===== src/rtl/antitheft_ctrl_mc.sv =====
// Multi-door anti-theft controller with an integrated delay timer,
// run-time programmable delays, trigger-door reporting and a
// saturating alarm counter.
module antitheft_ctrl_mc #(
  parameter int N_DOORS    = 4,
  parameter int DRIVER_IDX = 0,
  parameter int W          = 4,
  parameter int T_ARM      = 6,
  parameter int T_DRIVER   = 8,
  parameter int T_PASS     = 15,
  parameter int T_ALARM    = 10,
  localparam int TW        = $clog2(N_DOORS)
) (
  input  logic               clock,
  input  logic               reset,
  input  logic               one_hz_enable,
  input  logic               ignition,
  input  logic [N_DOORS-1:0] doors,
  input  logic               prog_en,
  input  logic [1:0]         prog_sel,
  input  logic [W-1:0]       prog_val,
  output logic [2:0]         state,
  output logic               siren,
  output logic               status,
  output logic [W-1:0]       countdown,
  output logic [TW-1:0]      trig_door,
  output logic [3:0]         alarm_count
);

  typedef enum logic [2:0] {
    S_ARMED      = 3'd0,
    S_TRIGGERED  = 3'd1,
    S_ALARM      = 3'd2,
    S_IGN_ON     = 3'd3,
    S_WAIT_OPEN  = 3'd4,
    S_WAIT_CLOSE = 3'd5,
    S_ARM_DELAY  = 3'd6
  } state_t;

  state_t        state_q, state_d;
  logic [W-1:0]  cnt_q, cnt_d, cnt_tick;
  logic [TW-1:0] trig_q, trig_d, trig_pick;
  logic [3:0]    acnt_q, acnt_d;
  logic          status_q, status_d;
  logic [W-1:0]  arm_dly, drv_dly, pass_dly, alarm_dly;
  logic          any_open, drv_open, prog_ok;

  assign any_open = |doors;
  assign drv_open = doors[DRIVER_IDX];
  assign prog_ok  = (state_q == S_IGN_ON) || (state_q == S_WAIT_OPEN) ||
                    (state_q == S_WAIT_CLOSE);
  assign cnt_tick = (one_hz_enable && cnt_q != '0) ? cnt_q - W'(1) : cnt_q;

  // Trigger door: driver door wins, otherwise the lowest-index open door.
  always_comb begin
    // NOTE: every combinational output gets a default first, so no latch is inferred.
    trig_pick = '0;
    for (int i = N_DOORS - 1; i >= 0; i--) begin
      if (doors[i]) trig_pick = TW'(i);
    end
    if (drv_open) trig_pick = TW'(DRIVER_IDX);
  end

  // Next-state, timer load/decrement, trigger latch and alarm count.
  always_comb begin
    state_d = state_q;
    cnt_d   = '0;
    trig_d  = trig_q;
    acnt_d  = acnt_q;
    if (ignition && state_q != S_IGN_ON) begin
      state_d = S_IGN_ON;
    end else begin
      case (state_q)
        S_ARMED: begin
          if (any_open) begin
            state_d = S_TRIGGERED;
            cnt_d   = drv_open ? drv_dly : pass_dly;
            trig_d  = trig_pick;
          end
        end
        S_TRIGGERED: begin
          if (cnt_q == '0) begin
            state_d = S_ALARM;
            cnt_d   = alarm_dly;
            if (acnt_q != 4'd15) acnt_d = acnt_q + 4'd1;
          end else begin
            cnt_d = cnt_tick;
          end
        end
        S_ALARM: begin
          if (cnt_q == '0) state_d = S_ARMED;
          else             cnt_d   = cnt_tick;
        end
        S_IGN_ON: begin
          if (!ignition) state_d = S_WAIT_OPEN;
        end
        S_WAIT_OPEN: begin
          if (drv_open) state_d = S_WAIT_CLOSE;
        end
        S_WAIT_CLOSE: begin
          if (!drv_open) begin
            state_d = S_ARM_DELAY;
            cnt_d   = arm_dly;
          end
        end
        S_ARM_DELAY: begin
          if (any_open)            cnt_d   = arm_dly;
          else if (cnt_q == '0)    state_d = S_ARMED;
          else                     cnt_d   = cnt_tick;
        end
        default: state_d = S_ARMED;
      endcase
    end
  end

  // Status LED follows the state being entered; blinks while armed.
  always_comb begin
    status_d = 1'b0;
    case (state_d)
      S_ARMED:                status_d = (state_q == S_ARMED) ? (status_q ^ one_hz_enable) : 1'b0;
      S_TRIGGERED, S_ALARM:   status_d = 1'b1;
      default:                status_d = 1'b0;
    endcase
  end

  // FSM and output registers.
  always_ff @(posedge clock) begin
    // NOTE: sequential state uses non-blocking assignments so all registers update together.
    if (reset) begin
      state_q  <= S_ARMED;
      cnt_q    <= '0;
      trig_q   <= '0;
      acnt_q   <= '0;
      status_q <= 1'b0;
    end else begin
      state_q  <= state_d;
      cnt_q    <= cnt_d;
      trig_q   <= trig_d;
      acnt_q   <= acnt_d;
      status_q <= status_d;
    end
  end

  // Delay registers; writable only while disarmed. A load in the same
  // cycle still sees the old value.
  always_ff @(posedge clock) begin
    if (reset) begin
      arm_dly   <= W'(T_ARM);
      drv_dly   <= W'(T_DRIVER);
      pass_dly  <= W'(T_PASS);
      alarm_dly <= W'(T_ALARM);
    end else if (prog_en && prog_ok) begin
      case (prog_sel)
        2'd0:    arm_dly   <= prog_val;
        2'd1:    drv_dly   <= prog_val;
        2'd2:    pass_dly  <= prog_val;
        default: alarm_dly <= prog_val;
      endcase
    end
  end

  assign state       = state_q;
  assign siren       = (state_q == S_ALARM);
  assign status      = status_q;
  assign countdown   = cnt_q;
  assign trig_door   = trig_q;
  assign alarm_count = acnt_q;

endmodule


===== config.mk =====
export PLATFORM = sky130hd
export DESIGN_NAME = antitheft_ctrl_mc
export DESIGN_NICKNAME = d
export VERILOG_FILES = /design/src/rtl/antitheft_ctrl_mc.sv
export SDC_FILE = /design/constraint.sdc
export NUM_CORES = 1
export LEC_CHECK = 0
export BUFFER_PORTS_ARGS = -buffer_cell sky130_fd_sc_hd__buf_4
export CAP_MARGIN = 5
export CORE_ASPECT_RATIO = 1.4
export CORE_UTILIZATION = 40
export CTS_CLUSTER_SIZE = 30
export DETAILED_ROUTE_END_ITERATION = 7
export SLEW_MARGIN = 40
export SYNTH_ARGS = -nofsm -noshare
export SYNTH_HDL_FRONTEND = slang
export SYNTH_SLANG_ARGS = --single-unit

===== constraint.sdc =====
create_clock -name clock -period 2.5 [get_ports clock]
set_clock_uncertainty 0.15 [all_clocks]
set_input_delay 0.375 -clock clock [delete_from_list [all_inputs] [get_ports clock]]
set_output_delay 0.375 -clock clock [all_outputs]
set_load 0.01 [all_outputs]

Word-level counts from Yosys, hierarchy flattened

Index checks and enable logic that the tools add are counted.
W data, S select, Z words.

Register bits: 30
Bits in latches: 0
Memory bits (writable): 0
Bits in read-only memories: 0
Input bits: 15
Output and inout bits: 15
Word-level logic and storage cells: 69
Memories: 0

$add $sub $neg: 2
Multipliers: 0
Div/mod/pow operators: 0
$lt $le $gt $ge: 0
Equal/unequal tests: 12
Shift-type cells: 0
Mux-type cells: 23
Bitwise operators: 3
Reduce and logical (&&, ||, !) cells: 20

Operator list:

| operator              | count |
|---|---|
| $mux W4               | 7 |
| $mux W3               | 8 |
| $pmux W3 S7           | 1 |
| $pmux W4 S5           | 1 |
| $eq A3 B2 Y1 const B  | 3 |
| $eq A3 B3 Y1 const B  | 3 |
| $mux W2               | 4 |
| $reduce_and A2 Y1     | 4 |
| $eq A3 B1 Y1 const B  | 2 |
| $logic_not A3 Y1      | 2 |
| $add A4 B1 Y4 const B | 1 |
| $logic_not A4 Y1      | 1 |
| $ne A4 B4 Y1 const B  | 1 |
| $reduce_and A4 Y1     | 1 |
| $reduce_bool A4 Y1    | 1 |
| $reduce_or A2 Y1      | 2 |
| $reduce_or A4 Y1      | 1 |
| $sub A4 B1 Y4 const B | 1 |
| $logic_and A1 B1 Y1   | 3 |
| $ne A3 B2 Y1 const B  | 1 |
| $reduce_and A3 Y1     | 1 |
| $reduce_or A3 Y1      | 1 |
| $eq A2 B1 Y1 const B  | 1 |
| $eq A2 B2 Y1 const B  | 1 |
| other kinds (6)       | 8 |

Logic depth before layout (Yosys ltp)

Depth in word-level cells: 8
Gate-level depth with buffers: 7
Gate-level depth less buffers: 6

Least setup slack after synthesis

Ideal clock, no wire load.

Kind: flip-flop to flip-flop
From: register cnt_q[0] (netlist: countdown[0])
To: register status_q (netlist: status)
Library setup time: 0.147 ns
Arrival: 1.805 ns
Required time: 2.203 ns
Path slack: 0.398 ns
Cell stages (with the launch flop): 8
Path buffers: 1
Cell sequence: dfxtp_1 > inv_1 > ha_1 > or3b_1 > clkbuf_1 > nor2_1 > a2111oi_0 > a31oi_1

Word-level cells in the longest chain between the ends: 8

Ends and longest elaborated chain:

| what                                                | line        | text |
|---|---|---|
| start: declaration                                  | 41          | `logic [W-1:0] cnt_q, cnt_d, cnt_tick;` |
| start signal: assignment                            | 137         | `cnt_q <= cnt_d;` |
| $logic_not A4 Y1 *                                  | 82, 91, 108 |  |
| $mux W3                                             | 91, 108     |  |
| $mux W3                                             | 107         | `if (any_open) cnt_d = arm_dly;` |
| $pmux W3 S7 *                                       | 73          | `case (state_q)` |
| $mux W3 *                                           | 70          | `if (ignition && state_q != S_IGN_ON) begin` |
| $eq A3 B1 Y1 / $eq A3 B2 Y1 (equally long branches) | 119         | `case (state_d)` |
| $reduce_or A2 Y1                                    | 119         |  |
| $pmux W1 S2 *                                       | 119         |  |
| end signal: assignment                              | 140         | `status_q <= status_d;` |
| end: declaration                                    | 44          | `logic status_q, status_d;` |

Mark *: on every way between the ends. The rest lies on a longest branch, timed or not.
A chain may end at the register's enable or synchronous reset.

Worst setup path in the final report

Ends and elaborated chain as after synthesis.

==> flow_summary.ini <==
[sta]
slew_headroom_pct = 53.6
hold_viol = 0
period_minus_slack_ns = 2.20
rsz0062_at_grt = no
setup_violations = 0
worst_pin_slew_ns = 0.695
drv_slew = 0
timing.fmax_mhz = 454
tns_ns = 0
layout_setup_ws_ns = 0.295
finalCritPeriodShare_pct = 88.2

[flow_run]
cap_violations = 0

[synthesis]
synth.area.top_cells = dfxtp_1 37%, mux2i_1 7.4%, nor2_1 5.5%
synth_top_area_share_pct = 36.8
synthDistinctLibCells = 47
yosysMostFrequentCell = dfxtp_1
synth_flop_cell = dfxtp_1
yosysWarnings = 0
synthTopCellsByCount = 30 x dfxtp_1, 24 x nor2_1, 16 x a21oi_1
syn_avg_cell_area_sq_um = 8.88
syn_inst = 184
synth-edff-count = 0
syn_area_sq_um = 1630
synth.largest_area_cell = dfxtp_1
synth-async-reset-ratio_pct = 0
syn-num-nets = 201
ys_ff_latch = 30
yosysSeqAreaShare_pct = 36.8

[critical_path]
required_ns = 2.49
endpoint_kind = register
endpoint = status
startpoint_type = register
path_max_fanout = 7
r2r-end = status
cp.arrival_ns = 2.19
cp-startpoint = countdown[0]
worst-setup-path-type = register to register
r2r_cells = 6
r2r_start = countdown[0]
rrSetupSlack_ns = 0.30

[power]
pwr-share-comb_pct = 18.7
ir_drop_mv = 0.431
seqPwrFrac_pct = 45.7
pwr-share-clk_pct = 35.6
power_leakage_nw = 0.796
switching_share_pct = 28.2
p_switching_w = 0.000319
p_int_w = 0.000813
powerDensity_nw_per_um2 = 574

[die]
die_area_sq_um = 4350
io_pins = 30
die_w_um = 56.0
core_region_area_sq_um = 3920
rows = 27
start_util_pct = 41.7
fp.dieH_um = 77.6

[cells_and_area]
nets = 229
antennaDiodeCount = 0
drive_above_1_share_pct = 23.0
design_area_sq_um = 1970
area_growth_syn_to_layout_pct = 20.6

[route]
wl_per_cell_um = 14.6
dr.first_iter.drc_count = 49
num_vias = 1480
viasPerCell = 5.78
drt_pass1_iterations = 4
drc = 0
ant_nets = 0
routed_wl_um = 3740

[cts]
clock_latency_ns = 0.28
cts_max_level = 2
numCtsBuffers = 5
cts_hold_buf = 0
cts.repair.resized = 0
cts_tree = built
clk_pin_slew_ns = 0.06
cts_setup_buffers = 0
cts_sinks = 30
cts_root_buffer = clkbuf_8
clockBufferDepth = 2

[placement]
placedInstanceArea_sq_um = 1880
place_ws_ns = 0.299
dp.final_hpwl_um = 2840
gp_congestion = 0.792
port_buffers = 29

[run_status]
outcome = complete, no violations

[global_routing]
grt_pass1_vias = 1470
grt-ovfl-total = 0
grt_max_degree = 35
antenna_found_initial = 0
grt_pass1_wl_um = 6450
grt_usage_pct = 18.6

[worst_hold_path]
hp-class = input port to register
-- through the flow --
| stage | power (W) | util [%] | std cells | hold slack [ns] |
|---|---|---|---|---|
| 6_report | 0.00113 | 50.3 | 256 | 0.187 |
| 5_1_grt | 0.00119 | 50.3 | 256 | 0.210 |
| 4_1_cts | 0.00115 | 50.3 | 256 | 0.186 |
| 3_5_place_dp | 0.000739 | 47.9 | 248 | 0.317 |
| 3_3_place_gp | 0.000734 | 47.9 | 248 | 0.314 |
| 2_1_floorplan | 0.000662 | - | 184 | 0.307 |
-- layout by cell type, fill, tap and decap left out, drive strengths merged, types with 3 or more instances in the layout --
cell     instances
nor3            13
buf             32
a21oi           16
nand2            5
a21o             3
o21ai            3
nor3b            3
a211oi           5
nor2            24
mux2i           12
xnor2            4
dfxtp           30
or4              3
a31oi            3
a2111oi          4
nor2b            3
inv              8
or3              3
clkbuf           6
nor4             3
-- how the worst min path moves through the flow --
| stage | start | end | slack (ns) | cells past startpoint |
|---|---|---|---|---|
| after floorplan | arm_dly[0] | countdown[0] | 0.31 | 2 |
| after global placement | trig_door[0] | trig_door[0] | 0.31 | 2 |
| after detailed placement | trig_door[0] | trig_door[0] | 0.32 | 2 |
| after CTS | prog_val[1] | drv_dly[1] | 0.19 | 3 |
| after global routing | prog_val[0] | arm_dly[0] | 0.21 | 3 |
| final | prog_val[1] | drv_dly[1] | 0.19 | 3 |
-- worst max-delay path, cell delays in order, from the launching register on --
cell       delay, ns
dfxtp_1         0.40
inv_1           0.06
ha_1            0.23
or3b_1          0.37
nor2_1          0.17
a2111oi_0       0.53
a31oi_1         0.14
-- flip-flops by register name (all words and copies together), names as in the netlist --
register     count
alarm_count      4
state            3
status           1
countdown        4
arm_dly          4
pass_dly         4
drv_dly          4
alarm_dly        4
trig_door        2
-- cell families after synthesis --
logic type | share of synthesized area, %
buffers and inverters | 5.05
flip-flops | 36.8
multiplexers | 8.73
AND/OR/NAND/NOR | 24.3
XOR/XNOR | 2.14
adder cells (fa/ha/maj) | 1.53
AO/OA/AOI/OAI | 21.4
-- area by class of cell --
type,count,area [sq um]
clock inverters,2,12.5
fillers,403,1950
inverters,8,30.0
multi-input cells,135,951
well taps,43,53.8
clock buffers,6,82.6
flip-flops and latches,30,601
repair buffers,32,240
-- routing by layer --
layer  part of all wire, %  wire, um  vias to the layer above  GRT usage (%)
li1                      -         -                      737              -
met1                    44      1630                      710           21.5
met2                    51      1920                       26           32.0
met3                   3.5       130                        7           4.67
met4                   1.7        62                        0           8.29
met5                     0         0                        -              0
-- power groups by stage --
stage	Combinational (W)	Clock (W)	Sequential, W
after global routing	0.000234	0.000439	0.000520
final	0.000212	0.000403	0.000517
after global placement	0.000207	0	0.000526
after CTS	0.000213	0.000418	0.000517
after detailed placement	0.000211	0	0.000528
after floorplan	0.000141	0	0.000521
Note: power is estimated with default switching activity, not from simulation.
